`config.mk`:
```
export PLATFORM = sky130hd
export DESIGN_NAME = forwarding_scoreboard
export DESIGN_NICKNAME = d
export VERILOG_FILES = /design/src/rtl/forwarding_scoreboard.sv
export SDC_FILE = /design/constraint.sdc
export NUM_CORES = 1
export LEC_CHECK = 0
export BUFFER_PORTS_ARGS = -buffer_cell sky130_fd_sc_hd__buf_4
export CAP_MARGIN = 5
export CORE_ASPECT_RATIO = 1.1
export CORE_MARGIN = 4
export CORE_UTILIZATION = 36
export DETAILED_ROUTE_END_ITERATION = 6
export MAX_ROUTING_LAYER = met4
export PLACE_DENSITY = 0.68
export SLEW_MARGIN = 20
export SYNTH_ARGS = -nofsm -noshare
export SYNTH_HDL_FRONTEND = slang
export SYNTH_SLANG_ARGS = --single-unit
```
`constraint.sdc`:
```
create_clock -name clk -period 3.66 [get_ports clk]
set_input_delay 0.366 -clock clk [delete_from_list [all_inputs] [get_ports clk]]
set_output_delay 0.366 -clock clk [all_outputs]
set_load 0.01 [all_outputs]
```
`src/rtl/forwarding_scoreboard.sv`:
```
// Operand forwarding across prioritised result stages, combined with a per-register
// countdown scoreboard that stalls reads of multi-cycle results not yet forwardable.
module forwarding_scoreboard #(
   parameter int DATA_SIZE  = 32,
   parameter int GPR_SIZE   = 3,
   parameter int READ_PORTS = 2,
   parameter int STAGES     = 2,
   parameter int LAT_W      = 3,
   parameter int ZERO_REG   = 1,
   parameter int CNT_W      = 16
) (
   input  logic                            clk,
   input  logic                            rst_n,
   input  logic                            flush,
   input  logic                            issue_valid,
   input  logic [GPR_SIZE-1:0]             issue_dest,
   input  logic [LAT_W-1:0]                issue_latency,
   input  logic [STAGES-1:0]               fwd_valid,
   input  logic [STAGES*GPR_SIZE-1:0]      fwd_dest,
   input  logic [STAGES*DATA_SIZE-1:0]     fwd_result,
   input  logic [READ_PORTS-1:0]           rd_valid,
   input  logic [READ_PORTS*GPR_SIZE-1:0]  rd_addr,
   input  logic [READ_PORTS*DATA_SIZE-1:0] rd_operand,
   output logic [READ_PORTS*DATA_SIZE-1:0] result,
   output logic                            stall,
   output logic [2**GPR_SIZE-1:0]          busy_mask,
   output logic [CNT_W-1:0]                stall_count
);

   localparam int NREGS = 2**GPR_SIZE;

   logic [LAT_W-1:0] cnt [NREGS];
   logic [NREGS-1:0] pending;
   logic             issue_accept;

   always_comb begin
      for (int r = 0; r < NREGS; r++) pending[r] = (cnt[r] != '0);
      if (ZERO_REG != 0) pending[0] = 1'b0;
   end

   assign busy_mask = pending;

   always_comb begin
      stall = 1'b0;
      for (int p = 0; p < READ_PORTS; p++)
         if (rd_valid[p] && pending[rd_addr[p*GPR_SIZE +: GPR_SIZE]]) stall = 1'b1;
   end

   // A stalled issue is being held upstream, so it must not touch the scoreboard yet.
   assign issue_accept = issue_valid && !stall && (issue_latency != '0) &&
                         !((ZERO_REG != 0) && (issue_dest == '0));

   for (genvar p = 0; p < READ_PORTS; p++) begin : g_port
      logic [GPR_SIZE-1:0]  addr;
      logic [DATA_SIZE-1:0] res;

      assign addr = rd_addr[p*GPR_SIZE +: GPR_SIZE];

      // Walk from oldest to youngest so the lowest-index matching stage wins.
      always_comb begin
         res = rd_operand[p*DATA_SIZE +: DATA_SIZE];
         for (int i = STAGES-1; i >= 0; i--)
            if (fwd_valid[i] && (fwd_dest[i*GPR_SIZE +: GPR_SIZE] == addr))
               res = fwd_result[i*DATA_SIZE +: DATA_SIZE];
         if ((ZERO_REG != 0) && (addr == '0)) res = '0;
      end

      assign result[p*DATA_SIZE +: DATA_SIZE] = res;
   end

   // The issue write comes last so a new latency overrides the same-register decrement.
   always_ff @(posedge clk) begin
      if (!rst_n) begin
         for (int r = 0; r < NREGS; r++) cnt[r] <= '0;
      end else if (flush) begin
         for (int r = 0; r < NREGS; r++) cnt[r] <= '0;
      end else begin
         for (int r = 0; r < NREGS; r++)
            if (cnt[r] != '0) cnt[r] <= cnt[r] - LAT_W'(1);
         if (issue_accept) cnt[issue_dest] <= issue_latency;
      end
   end

   always_ff @(posedge clk) begin
      if (!rst_n)
         stall_count <= '0;
      else if (stall && (stall_count != '1))
         stall_count <= stall_count + CNT_W'(1);
   end

endmodule

```
# Yosys cells after proc, flatten, opt, wreduce, memory -nomap -nowiden
# Memory sizes are Yosys's and may differ from the RTL's.
# Index checks and enable logic that the tools add are counted.
# W data, S select, Z words.
[totals]
register_bits = 16
inputBits = 154
romBits = 0
n_memories = 1
mem_bits_rw = 24
latch_bits = 0
out_inout_bits = 89
[memory_table]
columns = ["memory", "words", "width", "rd", "rd_clocked_by_memory_dff", "wr", "line", "source"]
rows = [
  ["cnt", 8, 3, 8, 0, 9, "32", "logic [LAT_W-1:0] cnt [NREGS];"],
]
[op_classes]
n_eq_ne = 5
shift = 0
magnitude_cmp = 2
n_mul = 0
n_addsub = 9
n_bitwise = 16
muxes = 68
reduce_logical = 24
n_div = 0
[op_table]
columns = ["cell", "n"]
rows = [
  ["$mux W32", 6],
  ["$mux W3", 16],
  ["$mux W1", 44],
  ["$reduce_bool A3 Y1", 9],
  ["$sub A3 B1 Y3 const B", 8],
  ["$add A16 B1 Y16 const B", 1],
  ["$ne A16 B16 Y1 const B", 1],
  ["$or A1 B1 Y1", 16],
  ["$eq A3 B3 Y1", 4],
  ["$logic_and A1 B1 Y1", 10],
  ["$logic_not A3 Y1", 3],
  ["$lt A3 B4 Y1 const B", 2],
  ["$bmux W1 S3", 2],
  ["$logic_not A1 Y1", 2],
]

# Depth between registers and ports, before layout
# An unclocked memory read counts as a cell.
[depth]
word_depth = 15
mapped_depth = 10

# Worst setup path after synthesis
# Ideal clock, no wire load.
[synth_path]
path_type = "register -> register"
from = "mem cnt[7][0]"
to = "mem cnt[4][0] (data pin)"
setup_slack_ps = 1231
setup_time_ps = 260
path_stages_with_launch = 10
synth_period_minus_slack_ps = 2429
t_arrival_ps = 2169
cell_sequence = "edfxtp_1 -> inv_1 -> ha_1 -> nor2b_1 -> mux4_2 -> and2_0 -> o32a_2 -> buf_6 -> nand4_1 -> mux2_2"
[synth_rtl]
columns = ["element", "line"]
rows = [
  ["start: declaration", "32"],
]

==> summary.txt <==
Status
  • Outcome: completed

Synth
  • Synthesized area: slightly above 4000 sq um
  • Simple-gate area share of the yosys netlist: 0.213
  • FFs w/ async S/R, synth: 0
  • Mux share of post-synthesis cell area: 0.234
  • Synth area leader: mux2i_1
  • Mapped Avg Cell Area: 8.16 sq um
  • EDFF count, synth: 21
  • Most frequent cell after synthesis: nor2_1
  • Post-synthesis sequential area ratio: 0.234
  • Main synth FF type: edfxtp_1
  • Commonest cells in the netlist: nor2_1 (89), mux2i_1 (69), a211oi_1 (64), inv_1 (23), clkbuf_1 (22)
  • Yosys top cell area share: 0.170
  • #FFs+latches synth: 37
  • Top post-synthesis cells by area: mux2i_1 (17%), edfxtp_1 (16%), a211oi_1 (12%)
  • Yosys warning count: 0
  • Adder-cell area share of the yosys netlist: 0.0463
  • Largest family of logic cells by synthesized area: multiplexers
  • Mapped Cells: 497
  • Xor/xnor cell area share of the yosys netlist: 0.0410
  • Cell variety after synth: 45
  • Syn nets: 666
  • Synth Area in Compound Gates: 0.166

Drt
  • Met3 WL: 1490 microns
  • Detail Route Antenna Nets: 0
  • Met2 WL: 7720 microns
  • Vias/cell: around 5.3
  • WL met1: 5720 microns
  • Highest Signal Layer: met4
  • Drt drc: 0
  • TritonRoute pass-1 iters: 5
  • 1st-iter DRT viols: 193
  • DR vias: 4619
  • Final wirelength: 15200 microns
  • Wirelength per Cell: 17.6 microns

Setup path
  • Worst-path cell chain: inv_1 > ha_1 > nor2b_1 > mux2i_1 > a221oi_1 > o32a_2 > and4b_1 > mux2_2
  • Buf/Inv on CP: 1
  • Delay-heaviest family, CP: compound AO/OA/AOI/OAI gates
  • CP Data Required Time: 3680 ps
  • Startpoint types: flip-flop
  • Critical Path End Type: flip-flop
  • Worst EP arrival: ~3000 ps
  • CP Max Fanout: 36
  • Crit Path Class: flip-flop to flip-flop
  • Crit path max-delay cell type: o32a_2
  • Critical Path Max Stage Delay: 580 ps

Clock tree
  • PostCTS Resize Cnt: 0
  • CTS tree: yes
  • Total CTS buffers: 5
  • Root cell of the clock tree: clkbuf_16
  • CTS hold repair buffers: 0
  • CTS H-tree lvls: 2
  • CTS sink cnt: 37
  • CTS Buffer Depth: 2
  • Clock latency on the worst-skew pair: roughly 280 ps
  • Reg clk slew, reported paths: 50 ps
  • Post-CTS repair timing setup buffer count: 0

STA
  • Hold WS: approximately 380 ps
  • Setup_tns: 0 ps
  • Max Clk Rate: 0.339 GHz
  • Worst Skew: 6.27 ps
  • Fin crit period: 2950 ps
  • Slew HR: 0.572
  • RSZ-0062 raised after global routing: no
  • Worst-Margin Slew: 642 ps
  • Max-slew violations: 0
  • Final setup vio count: 0
  • Tcrit/Tclk final: 0.807
  • Final Hold Viols: 0

Final layout
  • Layout Nets: just under 900
  • Footprint of the multi-input gates: 2860 sq um
  • Post-Layout Cell Count: 864
  • Layout area overhead: 50.5%
  • Fillers: 1038
  • Share of layout cells above drive strength 1: 0.393
  • Register area: 951 sq um
  • # diodes: 0

Die
  • Initial core utilization: 0.370
  • Chip Width: 109 microns
  • CORE AREA: 11000 sq um
  • Die Span Y: between 100 and 150 microns
  • DIE AREA: 13000 sq um
  • # IOs: 243
  • Row Count: 40

Place
  • Placed cells: about 860
  • # port buffers: 241
  • Final GP Congestion: 0.846
  • Dpl hpwl: 11900 microns

Global routing
  • GRT Overall Usage: 0.225
  • Initial antenna violation count: 0
  • First-pass GRT wire length: 23100 microns
  • Vias in the first global route: about 4500
  • Grt total ovfl: 0
  • Pin count of the biggest net entering global routing: 65

Pwr
  • P_leak: 3.12 nW
  • Power per Cell Area: 385 nW/um^2
  • Max VDD drop: 0.403 mV

Min path
  • Hold crit path type: input port to flip-flop

Run
  • MaxCap Viol Count: 0
worst paths after layout:
path / start / to / slack [ps] / depth (start not counted)
max: cnt[1][0] / cnt[1][2] / 710 / 8
max reg2reg: cnt[1][0] / cnt[1][2] / 710 / 8
min: rst_n / stall_count[12] / 380 / 2
min reg2reg: stall_count[5] / stall_count[5] / 500 / 2
state kept, by name, summed over array words and instances (netlist names):
name         flops
stall_count     16
cnt             21
layout by cell type (no fill, tap or decap), drive strengths merged, types with 4 or more instances in the layout:
cell    count
clkbuf      8
nand2b      4
nand3      12
and3        4
dfxtp      16
inv        23
a21oi      12
xnor2      19
a211oi     64
nor2       89
ha         15
mux2       21
nor2b      11
o21ai      11
buf       248
edfxtp     21
nand2      17
mux2i      69
or3        10
nand4      14
cells by family (layout without fill, tap and decap cells):
group                      Yosys count  in the layout
AOI/OAI and AO/OA                   96             96
other                                1              1
muxes                               91             91
xor gates and xnor gates            19             19
buffers and inverters               59            279
DFF                                 37             37
adders and majority gates           15             15
and+or+nand+nor                    179            179
where the power goes:
group,switching (W),internal (W)
sequential,0.0000541,0.000571
clock,0.000154,0.000312
combinational,0.000646,0.000615
metal layers:
metal  global-route usage  up-vias
met5                    -        -
met4               0.0499        0
met3               0.0623       18
met2                0.397      174
met1                0.251     2173
li1                     -     2254
cell type report:
cell class,instances,share of cell area
multi-input cells,401,0.468
clock buffers,8,0.0274
well taps,147,0.0301
repair buffers,248,0.305
inverters,23,0.0141
flip-flops and latches,37,0.156
metrics by stage:
step	power [W]	utilization	setup slack (ps)	area, sq um
after floorplan	0.00137	-	1230	4060
after global placement	0.00185	0.542	832	5940
after detailed placement	0.00189	0.542	772	5940
after CTS	0.00238	0.557	741	6110
after global routing	0.00254	0.557	551	6110
final	0.00235	0.557	708	6110
No activity file was read; power rests on OpenSTA's default activity.
